## src/rtl/hd_frame_rx.sv

```systemverilog
// Bit-serial receiver for a frame of two 7-bit Hamming code words.
// Holds the last complete frame behind a valid/ready handshake while the next frame is shifting in.
module hd_frame_rx #(
    parameter int unsigned TIMEOUT = 16
) (
    input  logic       clk,
    input  logic       rst,
    input  logic       in_valid,
    input  logic       in_bit,
    input  logic       in_sof,
    output logic       in_ready,
    output logic       out_valid,
    input  logic       out_ready,
    output logic [6:0] code_word1,
    output logic [6:0] code_word2,
    output logic       frame_err
);

    localparam int unsigned IW = (TIMEOUT > 0) ? $clog2(TIMEOUT + 1) : 1;

    typedef enum logic {
        IDLE,
        RECV
    } state_t;

    state_t          state_q, state_d;
    logic [3:0]      cnt_q, cnt_d;
    logic [13:0]     shift_q, shift_d;
    logic [IW-1:0]   idle_q, idle_d;
    logic            out_valid_q, out_valid_d;
    logic [6:0]      cw1_q, cw1_d;
    logic [6:0]      cw2_q, cw2_d;
    logic            frame_err_q, frame_err_d;
    logic            accept;
    logic            load;

    // The final bit is held off only while the output register is full and not draining.
    assign in_ready = !(cnt_q == 4'd13 && out_valid_q && !out_ready);
    assign accept   = in_valid && in_ready;

    always_comb begin
        state_d     = state_q;
        cnt_d       = cnt_q;
        shift_d     = shift_q;
        idle_d      = idle_q;
        out_valid_d = out_valid_q;
        cw1_d       = cw1_q;
        cw2_d       = cw2_q;
        frame_err_d = 1'b0;
        load        = 1'b0;

        case (state_q)
            IDLE: begin
                idle_d = '0;
                if (accept && in_sof) begin
                    shift_d = {13'b0, in_bit};
                    cnt_d   = 4'd1;
                    state_d = RECV;
                end
            end
            RECV: begin
                if (accept) begin
                    idle_d = '0;
                    if (in_sof) begin
                        frame_err_d = 1'b1;
                        shift_d     = {13'b0, in_bit};
                        cnt_d       = 4'd1;
                    end else begin
                        shift_d = {shift_q[12:0], in_bit};
                        if (cnt_q == 4'd13) begin
                            load    = 1'b1;
                            cnt_d   = 4'd0;
                            state_d = IDLE;
                        end else begin
                            cnt_d = cnt_q + 4'd1;
                        end
                    end
                end else if (TIMEOUT != 0 && in_ready) begin
                    // Fires on the edge that completes the TIMEOUT-th idle cycle.
                    if (idle_q == IW'(TIMEOUT - 1)) begin
                        frame_err_d = 1'b1;
                        cnt_d       = 4'd0;
                        idle_d      = '0;
                        state_d     = IDLE;
                    end else begin
                        idle_d = idle_q + IW'(1);
                    end
                end
            end
            default: state_d = IDLE;
        endcase

        if (load) begin
            out_valid_d = 1'b1;
            cw1_d       = shift_d[13:7];
            cw2_d       = shift_d[6:0];
        end else if (out_valid_q && out_ready) begin
            out_valid_d = 1'b0;
        end
    end

    always_ff @(posedge clk) begin
        if (rst) begin
            state_q     <= IDLE;
            cnt_q       <= '0;
            shift_q     <= '0;
            idle_q      <= '0;
            out_valid_q <= 1'b0;
            cw1_q       <= '0;
            cw2_q       <= '0;
            frame_err_q <= 1'b0;
        end else begin
            state_q     <= state_d;
            cnt_q       <= cnt_d;
            shift_q     <= shift_d;
            idle_q      <= idle_d;
            out_valid_q <= out_valid_d;
            cw1_q       <= cw1_d;
            cw2_q       <= cw2_d;
            frame_err_q <= frame_err_d;
        end
    end

    assign out_valid  = out_valid_q;
    assign code_word1 = cw1_q;
    assign code_word2 = cw2_q;
    assign frame_err  = frame_err_q;

endmodule

```

## config.mk

```make
export PLATFORM = sky130hd
export DESIGN_NAME = hd_frame_rx
export DESIGN_NICKNAME = d
export VERILOG_FILES = /design/src/rtl/hd_frame_rx.sv
export SDC_FILE = /design/constraint.sdc
export NUM_CORES = 1
export LEC_CHECK = 0
export BUFFER_PORTS_ARGS = -buffer_cell sky130_fd_sc_hd__buf_4
export CORE_ASPECT_RATIO = 1.4
export CORE_MARGIN = 3
export CORE_UTILIZATION = 35
export DETAILED_ROUTE_END_ITERATION = 8
export GPL_ROUTABILITY_DRIVEN = 0
export HOLD_SLACK_MARGIN = 0.02
export SLEW_MARGIN = 20
export SYNTH_ARGS = -nofsm -noshare
export SYNTH_HDL_FRONTEND = slang
export SYNTH_SLANG_ARGS = --single-unit
```

## constraint.sdc

```tcl
create_clock -name clk -period 1.9 [get_ports clk]
set_input_delay 0.095 -clock clk [delete_from_list [all_inputs] [get_ports clk]]
set_output_delay 0.095 -clock clk [all_outputs]
set_load 0.01 [all_outputs]
```

## After elaboration in Yosys (flattened, before gate mapping)

Index checks and enable logic that the tools add are counted.

- Add/subtract/negate cells: 2
- Eq/ne operators: 5
- Multiplexer cells: 32
- Bitwise gates (word level): 1
- Reductions and logical operators: 10

Operators with widths:

| kind | count |
|---|---|
| $mux 14 | 3 |
| $pmux 14 s2 | 1 |
| $mux 4 | 6 |
| $mux 1 | 16 |
| $mux 5 | 3 |
| $pmux 5 s2 | 1 |
| $pmux 4 s2 | 1 |
| $add 5x1->5 const B | 1 |
| $eq 5x4->1 const B | 1 |
| $logic_and 1x1->1 | 5 |
| $add 4x1->4 const B | 1 |
| $eq 4x4->1 const B | 1 |
| $ne 3x1->1 const B | 1 |
| $ne 3x3->1 const B | 1 |
| $reduce_and 3->1 | 1 |
| $logic_not 1->1 | 2 |
| $ne 2x2->1 const B | 1 |
| $pmux 1 s2 | 1 |
| $reduce_bool 2->1 | 1 |
| $reduce_or 2->1 | 1 |
| $not 1->1 | 1 |

- Flip-flop bits (word level): 40
- Bits of input ports: 6
- Logic and storage cells: 58

## Longest topological paths before layout

Gate-level depths: netlist of run 1.

- Word-level depth: 8
- Mapped depth: 8
- Mapped depth without buffers: 6

## Least setup slack after synthesis of run 1

No wires, ideal clock.

- Path kind: reg2reg
- Start point: register cnt_q[1]
- End point: register cnt_q[2]
- Data arrival time: 1.432 ns
- Required time: 1.809 ns
- Path slack: 0.377 ns
- Stages on the path, launching flop included: 7
- Buffers on the path: 1
- Period minus slack after synthesis: 1.523 ns
- Cells stage by stage: dfxtp_1 -> inv_1 -> ha_1 -> and3_1 -> buf_6 -> or3_1 -> a311oi_1

- Longest elaborated chain between the ends: 8
- Elaborated cells on any way between the ends: 15

Ends and longest elaborated chain:

| element | RTL line | text |
|---|---|---|
| start: declaration | 27 | `logic [3:0] cnt_q, cnt_d;` |
| start signal: assignment | 114 | `cnt_q <= cnt_d;` |
| parallel branches: the longest is 8 deep, another holds $add 4x1->4 | -- |  |

Parallel ways; which one is timed is not known.
A chain may end at the register's enable or synchronous reset.

## Worst setup path in the final report of run 1

- Start point: register cnt_q[0]
- End point: output port in_ready

- Longest elaborated chain between the ends: 4

Ends and longest elaborated chain:

| element | RTL line | text |
|---|---|---|
| $eq 4x4->1 | 38 | `assign in_ready = !(cnt_q == 4'd13 && out_valid_q && !out_ready);` |
| $logic_and 1x1->1 (2 in series) | 38 |  |
| $logic_not 1->1 | 38 |  |
| end: declaration | 11 | `output logic in_ready,` |

Every way passes these cells.

==> results.py, run 1 <==
metrics = {
    "worst_setup_path": {
        "start_kind": "register",
        "critical_path_class": "reg2out",
        "worstPathRequired_ns": 1.80,
        "r2r_start": "cnt_q[0]",
        "cp.arrival_ns": 1.61,
        "critPathCaptureType": "output port",
        "crit_start": "cnt_q[0]",
        "crit_fanout": 9,
    },
    "power": {
        "p_per_area_mw_per_mm2": 826.7,
        "p_seq_frac": 0.529,
        "p_int_mw": 1.241,
        "combinationalPowerShare": 0.044,
        "power_frac_clock": 0.427,
        "power_switching_uw": 330.7,
        "p_sw_frac": 0.2105,
        "power_leakage_nw": 0.7132,
        "vdd_drop_max_uv": 424.9,
    },
    "grt": {
        "grt_usage": 0.1310,
        "antenna_found_initial": 0,
        "grt_pass1_wl_mm": 5.630,
        "grt_pass1_vias": 1269,
        "overflow": 0,
        "grt_max_degree": 37,
    },
    "synth": {
        "ys_seq_area_frac": 0.4984,
        "synth_top_area_frac": 0.4984,
        "synth_warnings": 0,
        "synth_nets": 188,
        "yosysMostFrequentCell": "dfxtp_1",
        "synthTopCellsByArea": "dfxtp_1 50%, nand2_1 7.4%, a21oi_1 7.0%",
        "synth.largest_area_cell": "dfxtp_1",
        "syn_inst": 179,
        "synthArstFlopShare": 0,
        "syn-cell-area_mm2": 0.001567,
        "ys_types": 37,
        "avgSynthCellArea_um2": 8.751,
        "synth_edf_count": 0,
        "synth_common_cells": "39 x dfxtp_1, 31 x nand2_1, 22 x a21oi_1",
        "ys_seq_elements": 39,
        "ys.flop_type": "dfxtp_1",
    },
    "sta": {
        "rsz0062_at_grt": "no",
        "finalClockSkew_ns": 0.008376,
        "period_share": 0.8965,
        "finalCriticalPeriod_ns": 1.703,
        "worst_pin_slew_ns": 0.3911,
        "fmax_mhz": 587.1,
        "setup_viol": 0,
        "final-hold-violation-count": 0,
        "drv_slew": 0,
        "setup-tns-final_ns": 0,
        "slew_headroom": 0.7390,
    },
    "job": {
        "drv_cap": 0,
    },
    "finish": {
        "drive_gt1_frac": 0.2108,
        "final_area_mm2": 0.001901,
        "syn2layout_area_growth_pct": 21.33,
        "diodes": 0,
        "layout.nets": 212,
        "fillers": 453,
    },
    "drt": {
        "drt_iter0_drc": 65,
        "drc": 0,
        "drt_pass1_iterations": 4,
        "wl_mm": 3.273,
        "num_vias": 1318,
        "ant_nets": 0,
        "wl_per_cell_um": 12.40,
        "via_per_inst": 4.992,
    },
    "hold_path": {
        "hp-start": "in_bit",
        "hp-class": "in2reg",
    },
    "clock_tree": {
        "cts.repair.resized": 0,
        "clockBufferDepth": 2,
        "clk_pin_slew_ns": 0.07,
        "ctsHtreeMaxLevel": 2,
        "cts_root_buffer": "clkbuf_8",
        "cts.sinks": 39,
        "hold_buffers": 0,
        "clk_latency_ns": 0.28,
        "numCtsBuffers": 5,
        "cts_tree": "built",
        "cts_setup_buffers": 0,
    },
    "die": {
        "die_area_mm2": 0.005326,
        "ios": 23,
        "die_w_um": 62.54,
        "rows": 28,
        "core_area_mm2": 0.004274,
        "dieHeight_um": 85.16,
        "initial_core_util": 0.3665,
    },
    "place": {
        "io_buffers": 22,
        "placed_cell_area_mm2": 0.001788,
        "hpwl_mm": 2.280,
    },
    "status": {
        "outcome": "finished, final reports clean",
    },
}
## metal layers
layer | track usage | wire [um]
met1 | 0.1573 | 1524
met2 | 0.2243 | 1602
met3 | 0.03444 | 121
met4 | 0.04819 | 24
met5 | 0 | 0
## cells by family (layout without fill, tap and decap cells)
family / count (synthesis) / count (layout) / synth area share
muxes: 1 / 1 / 0.006390
AOI/OAI and AO/OA: 51 / 51 / 0.2093
buffers and inverters: 13 / 38 / 0.04312
and+or+nand+nor: 72 / 72 / 0.2189
DFF: 39 / 39 / 0.4984
adders and majority gates: 3 / 3 / 0.02396
## critical path, cell delays in order (launching register included)
cell     delay, ns
dfxtp_1       0.41
ha_1          0.21
nand3_2       0.14
nor2_2        0.35
inv_1         0.07
buf_4         0.15
## final cells by class
type	count	area, um^2	area share
repair buffers	27	202.7	0.1066
clock inverters	3	43.79	0.02304
inverters	3	11.26	0.005925
well taps	60	75.07	0.03950
flip-flops and latches	39	780.7	0.4108
clock buffers	5	68.82	0.03621
multi-input cells	127	718.2	0.3779
## sequential cells by signal, indices dropped and copies added (netlist names)
register / count
cnt_q: 4
code_word1: 7
code_word2: 7
frame_err: 1
idle_q: 5
out_valid: 1
shift_q: 13
state_q: 1
## cell usage in the layout (no fill, tap or decap), types with 2 or more instances in the layout
cell      Yosys  routed
a21oi_2       2       2
nand3b_1      3       3
nand2_1      31      31
nand3_2       2       2
a21oi_1      22      22
dfxtp_1      39      39
nor3_1        2       2
o21a_1        2       2
buf_4         2      27
a31oi_1       2       2
nor2_1       20      20
ha_1          3       3
nand2b_1      3       3
clkbuf_8      0       5
nand3_1       2       2
inv_1         3       3
o21ai_0       3       3
a22oi_1      13      13
## worst paths after layout
path | to | slack (ns) | cells past startpoint
min reg2reg | code_word2[2] | 0.46 | 2
max reg2reg | code_word1[5] | 0.25 | 6
max | in_ready | 0.20 | 5
min | shift_q[0] | 0.1 | 3
## power groups by stage
stage / combinational, mW / sequential, mW / clock, mW
floorplan: 0.0492 / 0.848 / 0
global placement: 0.0697 / 0.849 / 0
detailed placement: 0.0694 / 0.850 / 0
CTS: 0.0697 / 0.831 / 0.692
global route: 0.0769 / 0.831 / 0.732
finish: 0.0696 / 0.830 / 0.671
## per-stage QoR
| stage | hold slack, ns | setup WS, ns | cells | util | total power, mW |
|---|---|---|---|---|---|
| detailed placement | 0.3936 | 0.2570 | 256 | 0.4183 | 0.9193 |
| global route | 0.1263 | 0.07276 | 264 | 0.4447 | 1.641 |
| CTS | 0.09759 | 0.2011 | 264 | 0.4447 | 1.593 |
| global placement | 0.3537 | 0.2972 | 256 | 0.4183 | 0.9190 |
| floorplan | 0.2389 | 0.3766 | 179 | - | 0.8973 |
| finish | 0.09595 | 0.1967 | 264 | 0.4447 | 1.571 |
(Power assumes the default switching activity.)
==> run 2: changes to the inputs <==
--- a/config.mk
+++ b/config.mk
@@ -7,7 +7,6 @@
 export LEC_CHECK = 0
 export BUFFER_PORTS_ARGS = -buffer_cell sky130_fd_sc_hd__buf_4
 export CORE_ASPECT_RATIO = 1.4
-export CORE_MARGIN = 3
 export CORE_UTILIZATION = 35
 export DETAILED_ROUTE_END_ITERATION = 8
 export GPL_ROUTABILITY_DRIVEN = 0
==> constraint.sdc (replaced) <==
create_clock -name clk -period 1.9 [get_ports clk]
set_input_delay 0.19 -clock clk [delete_from_list [all_inputs] [get_ports clk]]
set_output_delay 0.19 -clock clk [all_outputs]
set_load 0.01 [all_outputs]
==> results.py, run 2 (same netlist as run 1, synthesis figures left out) <==
metrics = {
    "sta": {
        "fmax_mhz": 597.4,
        "worst_pin_slew_ns": 0.3709,
        "setup_viol": 0,
        "rsz0062_at_grt": "no",
        "finalClockSkew_ns": 0.003280,
        "drv_slew": 0,
        "period_share": 0.8810,
        "slew_headroom": 0.7527,
        "finalCriticalPeriod_ns": 1.674,
        "final-hold-violation-count": 0,
        "setup-tns-final_ns": 0,
    },
    "worst_setup_path": {
        "worstPathRequired_ns": 1.71,
        "path_buf_inv": 2,
        "cp.arrival_ns": 1.48,
        "start_kind": "register",
        "crit_family": "flip-flops",
        "crit_fanout": 9,
        "cp_cell_sequence": "ha_1 > nand3_2 > nor2_4 > inv_1 > buf_4",
        "critPathCaptureType": "output port",
        "slowest_stage": "dfxtp_1",
        "critical_path_class": "reg2out",
        "critical_path.max_stage_delay_ns": 0.41,
    },
    "finish": {
        "largest_reg_flops": 13,
        "seq_area_um2": 780.7,
        "top_register": "shift_q",
        "multi_input_area_um2": 723.2,
        "diodes": 0,
        "drive_gt1_frac": 0.2059,
        "final_cell_mix": "39 x dfxtp_1, 31 x nand2_1, 27 x buf_4",
        "final_cells": 264,
        "fillers": 442,
        "layout.nets": 212,
        "final_common_cell": "dfxtp_1",
        "syn2layout_area_growth_pct": 19.89,
    },
    "place": {
        "io_buffers": 22,
        "dp.cells": 256,
        "hpwl_mm": 2.211,
    },
    "grt": {
        "grt_pass1_wl_mm": 5.402,
        "antenna_found_initial": 0,
        "grt_max_degree": 37,
        "grt_usage": 0.1526,
        "overflow": 0,
        "grt_pass1_vias": 1222,
    },
    "power": {
        "power_leakage_nw": 0.6965,
        "p_per_area_mw_per_mm2": 766.2,
        "vdd_drop_max_uv": 466.2,
    },
    "hold_path": {
        "hp-class": "in2reg",
    },
    "clock_tree": {
        "cts.sinks": 39,
        "ctsHtreeMaxLevel": 2,
        "cts_root_buffer": "clkbuf_8",
        "clk_pin_slew_ns": 0.07,
        "clockBufferDepth": 2,
        "cts_setup_buffers": 0,
        "clk_latency_ns": 0.29,
        "cts_tree": "built",
        "numCtsBuffers": 5,
    },
    "drt": {
        "via_per_inst": 4.977,
        "dr_wl_met2_mm": 1.633,
        "wl_met3_um": 123,
        "wl_met1_mm": 1.431,
        "ant_nets": 0,
        "top_layer": "met4",
        "drc": 0,
        "num_vias": 1314,
        "drt_pass1_iterations": 4,
        "wl_mm": 3.249,
        "wl_per_cell_um": 12.31,
        "drt_iter0_drc": 57,
    },
    "die": {
        "die_w_um": 58.54,
        "initial_core_util": 0.3665,
        "die_area_mm2": 0.004751,
        "rows": 28,
        "core_area_mm2": 0.004274,
        "dieHeight_um": 81.16,
        "ios": 23,
    },
    "job": {
        "drv_cap": 0,
    },
    "status": {
        "outcome": "finished, final reports clean",
    },
}
==> run 2: worst register-to-register path: cells and delay by family (launching register included) <==
| family | cells | cell delay [ns] |
|---|---|---|
| compound gates | 2 | 0.50 |
| fa+ha+maj | 1 | 0.20 |
| buf+inv | 1 | 0.06 |
| flops | 1 | 0.36 |
| simple gates | 2 | 0.38 |
==> run 2: per-stage QoR <==
stage | power (mW) | hold slack [ns] | utilization | worst slack [ns] | cell area [um^2]
floorplan | 0.8973 | 0.3339 | - | 0.3766 | 1567
global placement | 0.9194 | 0.4307 | 0.4183 | 0.3235 | 1788
detailed placement | 0.9190 | 0.4413 | 0.4183 | 0.3137 | 1788
CTS | 1.461 | 0.1398 | 0.4382 | 0.1084 | 1873
global route | 1.505 | 0.1700 | 0.4394 | 0.1010 | 1878
finish | 1.439 | 0.1466 | 0.4394 | 0.2261 | 1878
==> run 2: path summary, 6_finish.rpt <==
kind | cells after the start | slack [ns] | endpoint | from
max | 5 | 0.23 | in_ready | cnt_q[0]
min | 3 | 0.15 | shift_q[0] | in_bit
max reg2reg | 6 | 0.30 | state_q | cnt_q[1]
min reg2reg | 1 | 0.45 | idle_q[4] | idle_q[4]
==> run 2: area by class of cell <==
cell class                 count  area share
clock buffer                   6     0.03864
tap                           60     0.03997
clock inverter                 2    0.006662
inverter                       3    0.005996
sequential                    39      0.4157
multi-input combinational    127      0.3851
timing repair buffer          27      0.1079
==> run 2: what timing repair did <==
item / CTS / global route
setup endpoints to repair: 0 / 1
gates resized for setup: 0 / 1
hold buffers: 0 / 0
==> run 2: power by group <==
part	leakage, nW	internal (mW)	total, mW	switching (mW)
registers	0.315	0.823	0.830	0.00708
logic	0.341	0.0265	0.0693	0.0428
clock network	0.0412	0.256	0.539	0.283
==> run 2: per-layer routing <==
metal / vias up / GRT usage
met5: - / 0
met4: 0 / 0.08571
met3: 4 / 0.04459
met2: 21 / 0.2586
met1: 618 / 0.1690
li1: 671 / -
